[src/rtl/pong_pkg.sv]
// Shared definitions for the pong game-side logic: FSM encoding, BCD limit
// and the default tone lengths in video frames.
package pong_pkg;

  localparam logic [7:0] BCD_MAX = 8'h99;

  localparam int POINT_FRAMES_DEF = 8;
  localparam int LOSE_FRAMES_DEF  = 30;
  localparam int LIVES_DEF        = 3;

  typedef enum logic [1:0] {
    ST_IDLE  = 2'd0,
    ST_POINT = 2'd1,
    ST_LOSE  = 2'd2
  } pong_state_e;

endpackage

[src/rtl/bcd_inc_sat.sv]
// Two-digit BCD incrementer that saturates at 99; passes the value through
// unchanged when en is low.
module bcd_inc_sat
  import pong_pkg::*;
(
  input  logic       en,
  input  logic [7:0] value,
  output logic [7:0] result
);

  logic [3:0] tens;
  logic [3:0] units;

  assign tens  = value[7:4];
  assign units = value[3:0];

  always_comb begin
    result = value;
    if (en && (value != BCD_MAX)) begin
      if (units == 4'd9) begin
        result = {tens + 4'd1, 4'd0};
      end else begin
        result = {tens, units + 4'd1};
      end
    end
  end

endmodule

[src/rtl/pong_sound_events.sv]
// Turns ball hit/miss pulses into frame-timed point/lose tone requests and
// keeps score, lives and the sticky game-over flag.
module pong_sound_events
  import pong_pkg::*;
#(
  parameter int POINT_FRAMES = POINT_FRAMES_DEF,
  parameter int LOSE_FRAMES  = LOSE_FRAMES_DEF,
  parameter int LIVES        = LIVES_DEF
) (
  input  logic       clk25,
  input  logic       reset,
  input  logic       frame_tick,
  input  logic       restart,
  input  logic       ball_hit,
  input  logic       ball_miss,
  output logic       point,
  output logic       lose,
  output logic [7:0] score,
  output logic [1:0] lives,
  output logic       game_over,
  output logic [1:0] fsm_state
);

  localparam logic [1:0] IDLE  = ST_IDLE;
  localparam logic [1:0] POINT = ST_POINT;
  localparam logic [1:0] LOSE  = ST_LOSE;

  localparam logic [7:0] POINT_LAST = 8'(POINT_FRAMES - 1);
  localparam logic [7:0] LOSE_LAST  = 8'(LOSE_FRAMES - 1);

  logic [1:0] state;
  logic [1:0] state_n;
  logic [7:0] cnt;
  logic [7:0] cnt_n;
  logic [7:0] frame_last;
  logic [7:0] score_n;
  logic       hit_ok;
  logic       miss_ok;

  assign hit_ok    = ball_hit & ~game_over;
  assign miss_ok   = ball_miss & ~game_over;
  assign fsm_state = state;

  bcd_inc_sat u_score_inc (
    .en     (hit_ok),
    .value  (score),
    .result (score_n)
  );

  // Any accepted event blocks frame ageing in that cycle; a hit never
  // preempts an active lose tone.
  always_comb begin
    state_n    = state;
    cnt_n      = cnt;
    frame_last = (state == LOSE) ? LOSE_LAST : POINT_LAST;
    if (miss_ok) begin
      state_n = LOSE;
      cnt_n   = 8'd0;
    end else if (hit_ok) begin
      if (state != LOSE) begin
        state_n = POINT;
        cnt_n   = 8'd0;
      end
    end else if (frame_tick && (state != IDLE)) begin
      if (cnt == frame_last) begin
        state_n = IDLE;
        cnt_n   = 8'd0;
      end else begin
        cnt_n = cnt + 8'd1;
      end
    end
  end

  always_ff @(posedge clk25) begin
    if (reset || restart) begin
      state     <= IDLE;
      cnt       <= 8'd0;
      point     <= 1'b0;
      lose      <= 1'b0;
      score     <= 8'h00;
      lives     <= 2'(LIVES);
      game_over <= 1'b0;
    end else begin
      state <= state_n;
      cnt   <= cnt_n;
      point <= (state_n == POINT);
      lose  <= (state_n == LOSE);
      score <= score_n;
      if (miss_ok) begin
        lives <= lives - 2'd1;
        if (lives == 2'd1) begin
          game_over <= 1'b1;
        end
      end
    end
  end

endmodule

[config.mk]
export PLATFORM = sky130hd
export DESIGN_NAME = pong_sound_events
export DESIGN_NICKNAME = d
export VERILOG_FILES = /design/src/rtl/pong_pkg.sv /design/src/rtl/bcd_inc_sat.sv /design/src/rtl/pong_sound_events.sv
export SDC_FILE = /design/constraint.sdc
export NUM_CORES = 1
export LEC_CHECK = 0
export ABC_AREA = 0
export CAP_MARGIN = 30
export CORE_MARGIN = 10
export CORE_UTILIZATION = 56
export DETAILED_ROUTE_END_ITERATION = 16
export PLACE_DENSITY = 0.83
export SLEW_MARGIN = 10
export SYNTH_ARGS = -nofsm -noshare
export SYNTH_HDL_FRONTEND = slang
export SYNTH_HIERARCHICAL = 1
export SYNTH_SLANG_ARGS = --single-unit
[constraint.sdc]
create_clock -name clk25 -period 3.7 [get_ports clk25]
set_input_delay 0.37 -clock clk25 [delete_from_list [all_inputs] [get_ports clk25]]
set_output_delay 0.37 -clock clk25 [all_outputs]
set_load 0.02 [all_outputs]
* Word level (Yosys, flattened, before mapping)
Index checks and enable logic that the tools add are counted.
** Storage, ports and cells
- Flip-flop bits (word level) :: 23
- Output and inout bits :: 15
- Logic and storage cells :: 44
** Operators by class
- $add $sub $neg :: 4
- Equality and inequality tests :: 9
- Muxes and demuxes :: 11
- Bitwise logic cells :: 3
- Reduce and logical (&&, ||, !) cells :: 9
** Operators with widths (count)
- $mux W8 :: 4
- $mux W2 :: 5
- $add A4 B1 Y4 const B :: 2
- $add A8 B1 Y8 const B :: 1
- $eq A8 B5 Y1 :: 1
- $ne A8 B8 Y1 const B :: 1
- $reduce_and A2 Y1 :: 3
- $mux W5 :: 1
- $eq A2 B1 Y1 const B :: 2
- $eq A2 B2 Y1 const B :: 2
- $eq A4 B4 Y1 const B :: 1
- $mux W4 :: 1
- $ne A2 B2 Y1 const B :: 2
- $reduce_bool A2 Y1 :: 2
- $and A1 B1 Y1 :: 2
- $logic_and A1 B1 Y1 :: 2
- $reduce_or A2 Y1 :: 1
- $sub A2 B1 Y2 const B :: 1
- $logic_or A1 B1 Y1 :: 1
- $not A1 Y1 :: 1

* Logic depth before layout (Yosys ltp)
Gate-level depths: netlist (run 1).
- Depth after elaboration :: 8
- Gate-level depth with buffers :: 7
- Gate-level depth less buffers :: 6

* By module
The synthesis (run 1) kept the hierarchy.
** By module, submodules not included
- pong_sound_events :: times used 1, cells each 114, area an instance 1061.0 sq um
- bcd_inc_sat :: times used 1, cells each 29, area an instance 197.7 sq um

* Least setup slack after synthesis (run 1)
No wires, ideal clock.
- Kind :: reg-to-reg
- From :: register game_over
- To :: register cnt[2]
- Arrival :: 1.435 ns
- Data required time :: 3.607 ns
- Path slack :: 2.172 ns
- Cell stages (with the launch flop) :: 7
- Buffers on the path :: 1
- Clock period less this slack :: 1.528 ns
- Path through :: dfxtp_1 nand2b_1 buf_6 inv_4 nor4_4 o21ai_2 o311ai_2
** Between the ends
- Cells in the longest elaborated chain, start to end :: 4
** Ends and longest elaborated chain
- start: declaration :: line pong_sound_events.sv:20 : output logic game_over,
- start signal: assignment :: line pong_sound_events.sv:82 : game_over <= 1'b0;
- start signal: assignment :: line pong_sound_events.sv:92 : game_over <= 1'b1;
- $not A1 Y1 (*) :: line pong_sound_events.sv:40 : assign hit_ok = ball_hit & ~game_over;
- $and A1 B1 Y1 (*) :: line pong_sound_events.sv:40
- named net hit_ok :: line pong_sound_events.sv:37 : logic hit_ok;
- $ne A2 B2 Y1 (no source line) or $reduce_bool A2 Y1 (tied branches)
- $reduce_and A2 Y1 (no source line)
- end signal: assignment :: line pong_sound_events.sv:85 : cnt <= cnt_n;
- end: declaration :: line pong_sound_events.sv:33 : logic [7:0] cnt;
The timed path passes the listed nets; every way through them passes the cells marked *.
A chain may end at the register's enable or synchronous reset.

* Worst setup path after layout (run 1)
- From :: input port restart
- To :: register point
** Between the ends
- Cells in the longest elaborated chain, start to end :: 1
** Ends and longest elaborated chain
- start: declaration :: line pong_sound_events.sv:13 : input logic restart,
- $logic_or A1 B1 Y1 :: line pong_sound_events.sv:75 : if (reset || restart) begin
- end signal: assignment :: line pong_sound_events.sv:86 : point <= (state_n == POINT);
- end: declaration :: line pong_sound_events.sv:16 : output logic point,
Every way passes these cells.

==> reports/metrics.csv, run 1 <==
metric,value,unit
vias in the first global route,1120,
synthesized net count,153,
Max Slew Vio Count,0,
Rows,17,
post-placement worst setup slack,1.52,ns
IO Pins,21,
M3 GR Usage,0.0364,
WL/cell,14.9,µm
routability cong.,0.890,
Worst Reg2Reg Path Length in Cells,5,
minimum clock period,1.87,ns
fin cells,191,
HP Class,reg2reg,
Cells on Worst Hold Path,1,
final hold violation count,0,
post-synth top area share,0.366,
M1 GR Usage,0.147,
Post-CTS Resized,0,
cell taking the most area after synthesis,dfxtp_1,
Cell variety after synth,42,
number of synthesized flops with an enable pin,0,
fmax,0.534,GHz
htree depth,1,
YS warnings,6,
Net Sw Power,103,µW
Core Box Area,2170,µm²
HP Start,cnt[6],
ANT cells,0,
worst rel slew slack,0.557,
Initial DRC Count,56,
pin slew with the least headroom to its limit,0.662,ns
Die Y,67.4,µm
Flop pwr share,0.614,
"antenna viol nets, final",0,
type of the worst setup path,in2reg,
Remaining DRCs,0,
r2r endpoint,cnt[2],
syn avg cell area,8.80,µm²
sequential cell area,460,µm²
most area-consuming cells after synthesis,"dfxtp_1, xnor2_1, and2_1, nand3_1, ha_1",
critical path's largest stage delay,0.53,ns
area occupied by multi-input gates,751,µm²
DIE AREA,4540,µm²
Hold Buf Count CTS,0,
CP startpoint kind,input pin,
Min-Delay Endpoint,cnt[6],
"Slowest-stage cell, CP",nor2_1,
CTS tree,yes,
CTS root buf,clkbuf_4,
Layout area overhead,19.0,%
M2 GR Usage,0.235,
"Reg clk slew, reported paths",0.12,ns
sequential share of the synthesized area,0.366,
largest net degree at the start of global routing,14,
RSZ-0062 raised after global routing,false,
DP Area,1470,µm²
"Core Util, Final",0.690,
"CP delay by family, top",simple AND/OR/NAND/NOR gates,
Max-cap violations,0,
PwrDens,279,nW/µm²
Initial Util,0.580,
status,"complete, no violations",
fillers,194,
first-pass GRT wire length,4.83,mm
worst r2r src,game_over,
Logic pwr share,0.112,
Leak,0.513,nW
fraction of layout cells with a size suffix above 1,0.0736,
ys flop type,dfxtp_1,
Post-layout nets,174,
Pint,314,µW
Critical Path AT,2.11,ns
Mapped Area,1260,µm²
hpwl dp,2.14,mm
clock sinks,23,
vias per inst,5.93,
Tcrit/Tclk final,0.506,
WHS,0.522,ns
worst-skew pair later-pin latency,0.31,ns
port bufs,20,
Reg2Reg Setup Slack,1.93,ns
skew final,0.00480,ns
GRT Max-Usage Layer,met2,
design area,1500,µm²
Max Buffers Root-to-Sink,2,
Sw Ratio,0.247,
Final WS setup,1.83,ns
CP Cell Sequence,clkdlybuf4s50_1 -> nor2_1 -> nand2_1 -> or3_1 -> o211ai_1,
total power,417,µW
Cells after Synth,143,
Routed WL,2.84,mm
peak supply drop,0.000225,V
Total Neg Setup Slack,0,ns
setup bufs post-CTS,0,
Clock Power Share,0.274,
"FF+latch count, synth",23,
DP Cell Count,187,
fraction of registers with async set or reset after synthesis,0,
via count,1132,
critical path capture point type,register,
die width,67.4,µm
initial antenna violation count,0,
Critical Path Fanout Max,13,
drt first pass iters,4,
final setup fails,0,
grt total ovfl,0,
total track usage,0.133,
CP bufs+invs,1,
Critical Path RT,3.94,ns
Num CTS Buffers,3,
## placed cells by master, fill, tap and decap left out, types with 2 or more instances in the layout
cell             instances
dfxtp_1                 23
clkdlybuf4s50_1         20
nand2_1                 13
nand3_1                 11
and2_1                   9
nor2_1                   8
xnor2_1                  7
inv_1                    5
o21ai_1                  5
o211ai_1                 5
a21oi_1                  4
ha_1                     4
nand2b_1                 3
nor3_1                   3
o2bb2ai_1                3
o2111ai_1                3
clkbuf_4                 3
nor2b_1                  2
nand4b_1                 2
mux2i_1                  2
o22ai_1                  2
nand4_1                  2
o21ai_0                  2
and3_1                   2
a31oi_1                  2
## power by group through the flow
stage / clock, mW / combinational (mW) / sequential, mW
2_1_floorplan: 0 / 0.0246 / 0.266
3_3_place_gp: 0 / 0.0459 / 0.261
3_5_place_dp: 0 / 0.0469 / 0.262
4_1_cts: 0.118 / 0.0471 / 0.256
5_1_grt: 0.129 / 0.0513 / 0.257
6_report: 0.115 / 0.0467 / 0.256
## cell type report
cell class                      instances  share of cell area
Clock buffer                            4              0.0175
Inverter                                6              0.0167
Multi-Input combinational cell        110               0.501
Sequential cell                        23               0.307
Tap cell                               28              0.0234
Timing Repair Buffer                   20               0.134
## state kept, by name, summed over array words and instances (netlist names)
signal and count:
point 1, lives 2, cnt 8, lose 1
game_over 1, score 8, fsm_state 2
## logic make-up after synthesis
family / share of synthesized area
DFF: 0.366
muxes: 0.0249
xor gates and xnor gates: 0.0557
and+or+nand+nor: 0.290
AOI/OAI and AO/OA: 0.186
buffers and inverters: 0.0378
adders and majority gates: 0.0398
## worst register-to-register path, cell delays in order (launching register included)
cell	delay, ns
dfxtp_1	0.40
nand2b_1	0.34
inv_4	0.10
nor4_4	0.43
o21ai_2	0.18
o311ai_2	0.24
## layer usage
metal,wire (µm),vias to the layer above,part of all wire
met4,38,0,0.013
met2,1390,34,0.49
met3,198,4,0.070
met1,1220,536,0.43
met5,0,-,0
li1,-,558,-
## how the worst max path moves through the flow
stage / from / to / slack (ns) / cells after the start
finish: restart / point / 1.83 / 5
global route: restart / point / 1.69 / 5
CTS: restart / point / 1.85 / 5
detailed placement: restart / point / 1.52 / 5
global placement: restart / point / 1.64 / 5
floorplan: game_over / cnt[2] / 2.17 / 6
## Yosys cell counts (all sizes together) (2+ instances only)
library cell  count
nand3            11
clkbuf            3
ha                4
mux2i             2
inv               6
a21oi             4
o2bb2ai           3
o21ai             8
o2111ai           3
a31oi             2
nand2b            3
and2              9
nor3              4
or2               2
xnor2             7
o311ai            2
o211ai            5
nor4              2
dfxtp            23
nand2            13
nand4             2
o22ai             2
and3              2
nor2b             2
nand4b            2
nor2              8
(Power assumes the default switching activity.)
==> inputs of run 2 (changes only) <==
--- a/config.mk
+++ b/config.mk
@@ -7,10 +7,11 @@
 export LEC_CHECK = 0
 export ABC_AREA = 0
 export CAP_MARGIN = 30
+export CORE_ASPECT_RATIO = 1.75
 export CORE_MARGIN = 10
-export CORE_UTILIZATION = 56
+export CORE_UTILIZATION = 47
 export DETAILED_ROUTE_END_ITERATION = 16
-export PLACE_DENSITY = 0.83
+export PLACE_DENSITY = 0.75
 export SLEW_MARGIN = 10
 export SYNTH_ARGS = -nofsm -noshare
 export SYNTH_HDL_FRONTEND = slang
==> constraint.sdc (replaced) <==
create_clock -name clk25 -period 1.5 [get_ports clk25]
set_input_delay 0.15 -clock clk25 [delete_from_list [all_inputs] [get_ports clk25]]
set_output_delay 0.15 -clock clk25 [all_outputs]
set_load 0.02 [all_outputs]
==> run 2 against run 1 <==
Effect of this change: sequential power up 150%; global-route usage up 0.060 points; clock skew about the same; combinational power rose to 3.3 times the previous value; utilization down 1.3 points; non-clock buffer count up 24; design area up 14%; critical path depth down 1; sequential cell count unchanged; sequential share of layout area down 3.6 points; hold slack worse by 0.026 ns; critical endpoint is now fsm_state[1].
==> reports/metrics.csv, run 2 (same netlist as run 1, synthesis figures left out) <==
metric,value,unit
"Slowest-stage cell, CP",nor4_2,
fmax,0.683,GHz
type of the worst setup path,reg2reg,
Critical Path AT,1.59,ns
Reg2Reg Setup Slack,0.04,ns
CP startpoint kind,register,
skew final,0.00453,ns
setup bufs post-CTS,0,
"commonest non-fill, non-tap cell in the layout",buf_4,
first-pass GRT wire length,5.55,mm
Rows,24,
largest net degree at the start of global routing,13,
"CP delay by family, top",simple AND/OR/NAND/NOR gates,
critical path's largest stage delay,0.40,ns
htree depth,1,
initial antenna violation count,0,
Remaining DRCs,0,
Max Buffers Root-to-Sink,2,
Critical Path Fanout Max,6,
WL/cell,15.3,µm
fraction of layout cells with a size suffix above 1,0.214,
DIE AREA,5230,µm²
Cells on Worst Hold Path,2,
Max Slew Vio Count,0,
"Reg clk slew, reported paths",0.08,ns
vias in the first global route,1303,
Max-cap violations,0,
CP bufs+invs,0,
Hold Buf Count CTS,0,
vias per inst,5.62,
total track usage,0.133,
Worst Reg2Reg Path Length in Cells,4,
r2r endpoint,fsm_state[1],
IO Pins,21,
critical path capture point type,register,
PwrDens,682,nW/µm²
pin slew with the least headroom to its limit,0.344,ns
minimum clock period,1.46,ns
drt first pass iters,4,
Tcrit/Tclk final,0.976,
Core Box Area,2520,µm²
biggest registers after layout,"cnt x8, score x8",
die width,59.1,µm
Num CTS Buffers,3,
HP Start,cnt[1],
Layout area overhead,35.7,%
Total Neg Setup Slack,0,ns
Critical Path RT,1.63,ns
Leak,0.697,nW
most frequent cells in the layout,"buf_4, dfxtp_1, clkdlybuf4s50_1",
Initial DRC Count,13,
via count,1197,
WHS,0.496,ns
HP Class,reg2reg,
Routed WL,3.26,mm
final hold violation count,0,
worst rel slew slack,0.769,
routability cong.,0.940,
CTS tree,yes,
ANT cells,0,
"antenna viol nets, final",0,
final setup fails,0,
CP Cell Sequence,nor3_1 -> nand3_1 -> nor4_2 -> o22ai_1,
clock sinks,23,
grt total ovfl,0,
fillers,211,
port bufs,20,
Die Y,88.5,µm
hpwl dp,2.61,mm
worst-skew pair later-pin latency,0.26,ns
peak supply drop,0.000547,V
status,"complete, no violations",
Post-layout nets,198,
CTS root buf,clkbuf_8,
Initial Util,0.499,
RSZ-0062 raised after global routing,true,
worst r2r src,cnt[5],
Min-Delay Endpoint,cnt[1],
==> run 2: worst register-to-register path: stages, from the launching register on <==
cell     delay [ns]
dfxtp_1        0.32
nor3_1         0.19
nand3_1        0.26
nor4_2         0.40
o22ai_1        0.16
==> run 2: per-layer routing <==
layer	GRT usage	wire length, µm	vias up
met5	0	0	-
met3	0.0301	134	10
met1	0.118	1180	555
li1	-	-	604
met4	0.0860	99	0
met2	0.254	1840	28
==> run 2: stage by stage <==
step	instances	utilization	setup slack, ns	power, mW	cell area, µm²
final	213	0.677	0.0365	1.17	1710
after global routing	213	0.677	-0.0611	1.21	1710
after CTS	213	0.672	0.0148	1.17	1700
after detailed placement	209	0.655	-0.176	0.796	1650
after global placement	209	0.655	-0.128	0.793	1650
after floorplan	143	-	0.0331	0.716	1260
==> run 2: area by class of cell <==
| cell class | instances | area [µm²] | share of cell area |
|---|---|---|---|
| flip-flops and latches | 23 | 463 | 0.271 |
| repair buffers | 44 | 380 | 0.223 |
| multi-input cells | 110 | 762 | 0.446 |
| clock buffers | 4 | 45.0 | 0.0264 |
| inverters | 6 | 25.0 | 0.0147 |
| well taps | 26 | 32.5 | 0.0190 |
==> run 2: timing repair <==
action | 4_1_cts | 5_1_grt
endpoints found under the setup margin | 5 | 9
resized for setup | 5 | 3
endpoints found under the hold margin | 0 | 0
==> run 2: worst max path at each step <==
| stage | from | endpoint | slack, ns | depth (start not counted) |
|---|---|---|---|---|
| after global placement | restart | cnt[2] | -0.13 | 5 |
| after CTS | score[4] | score[4] | 0.01 | 1 |
| final | cnt[5] | fsm_state[1] | 0.04 | 4 |
| after floorplan | fsm_state[1] | point | 0.03 | 4 |
| after detailed placement | restart | cnt[2] | -0.18 | 5 |
| after global routing | fsm_state[1] | point | -0.06 | 4 |
==> run 2: report_power, final <==
part,switching [mW],internal (mW)
Sequential,0.00813,0.620
Clock,0.193,0.189
Combinational,0.0788,0.0759
Total,0.280,0.886
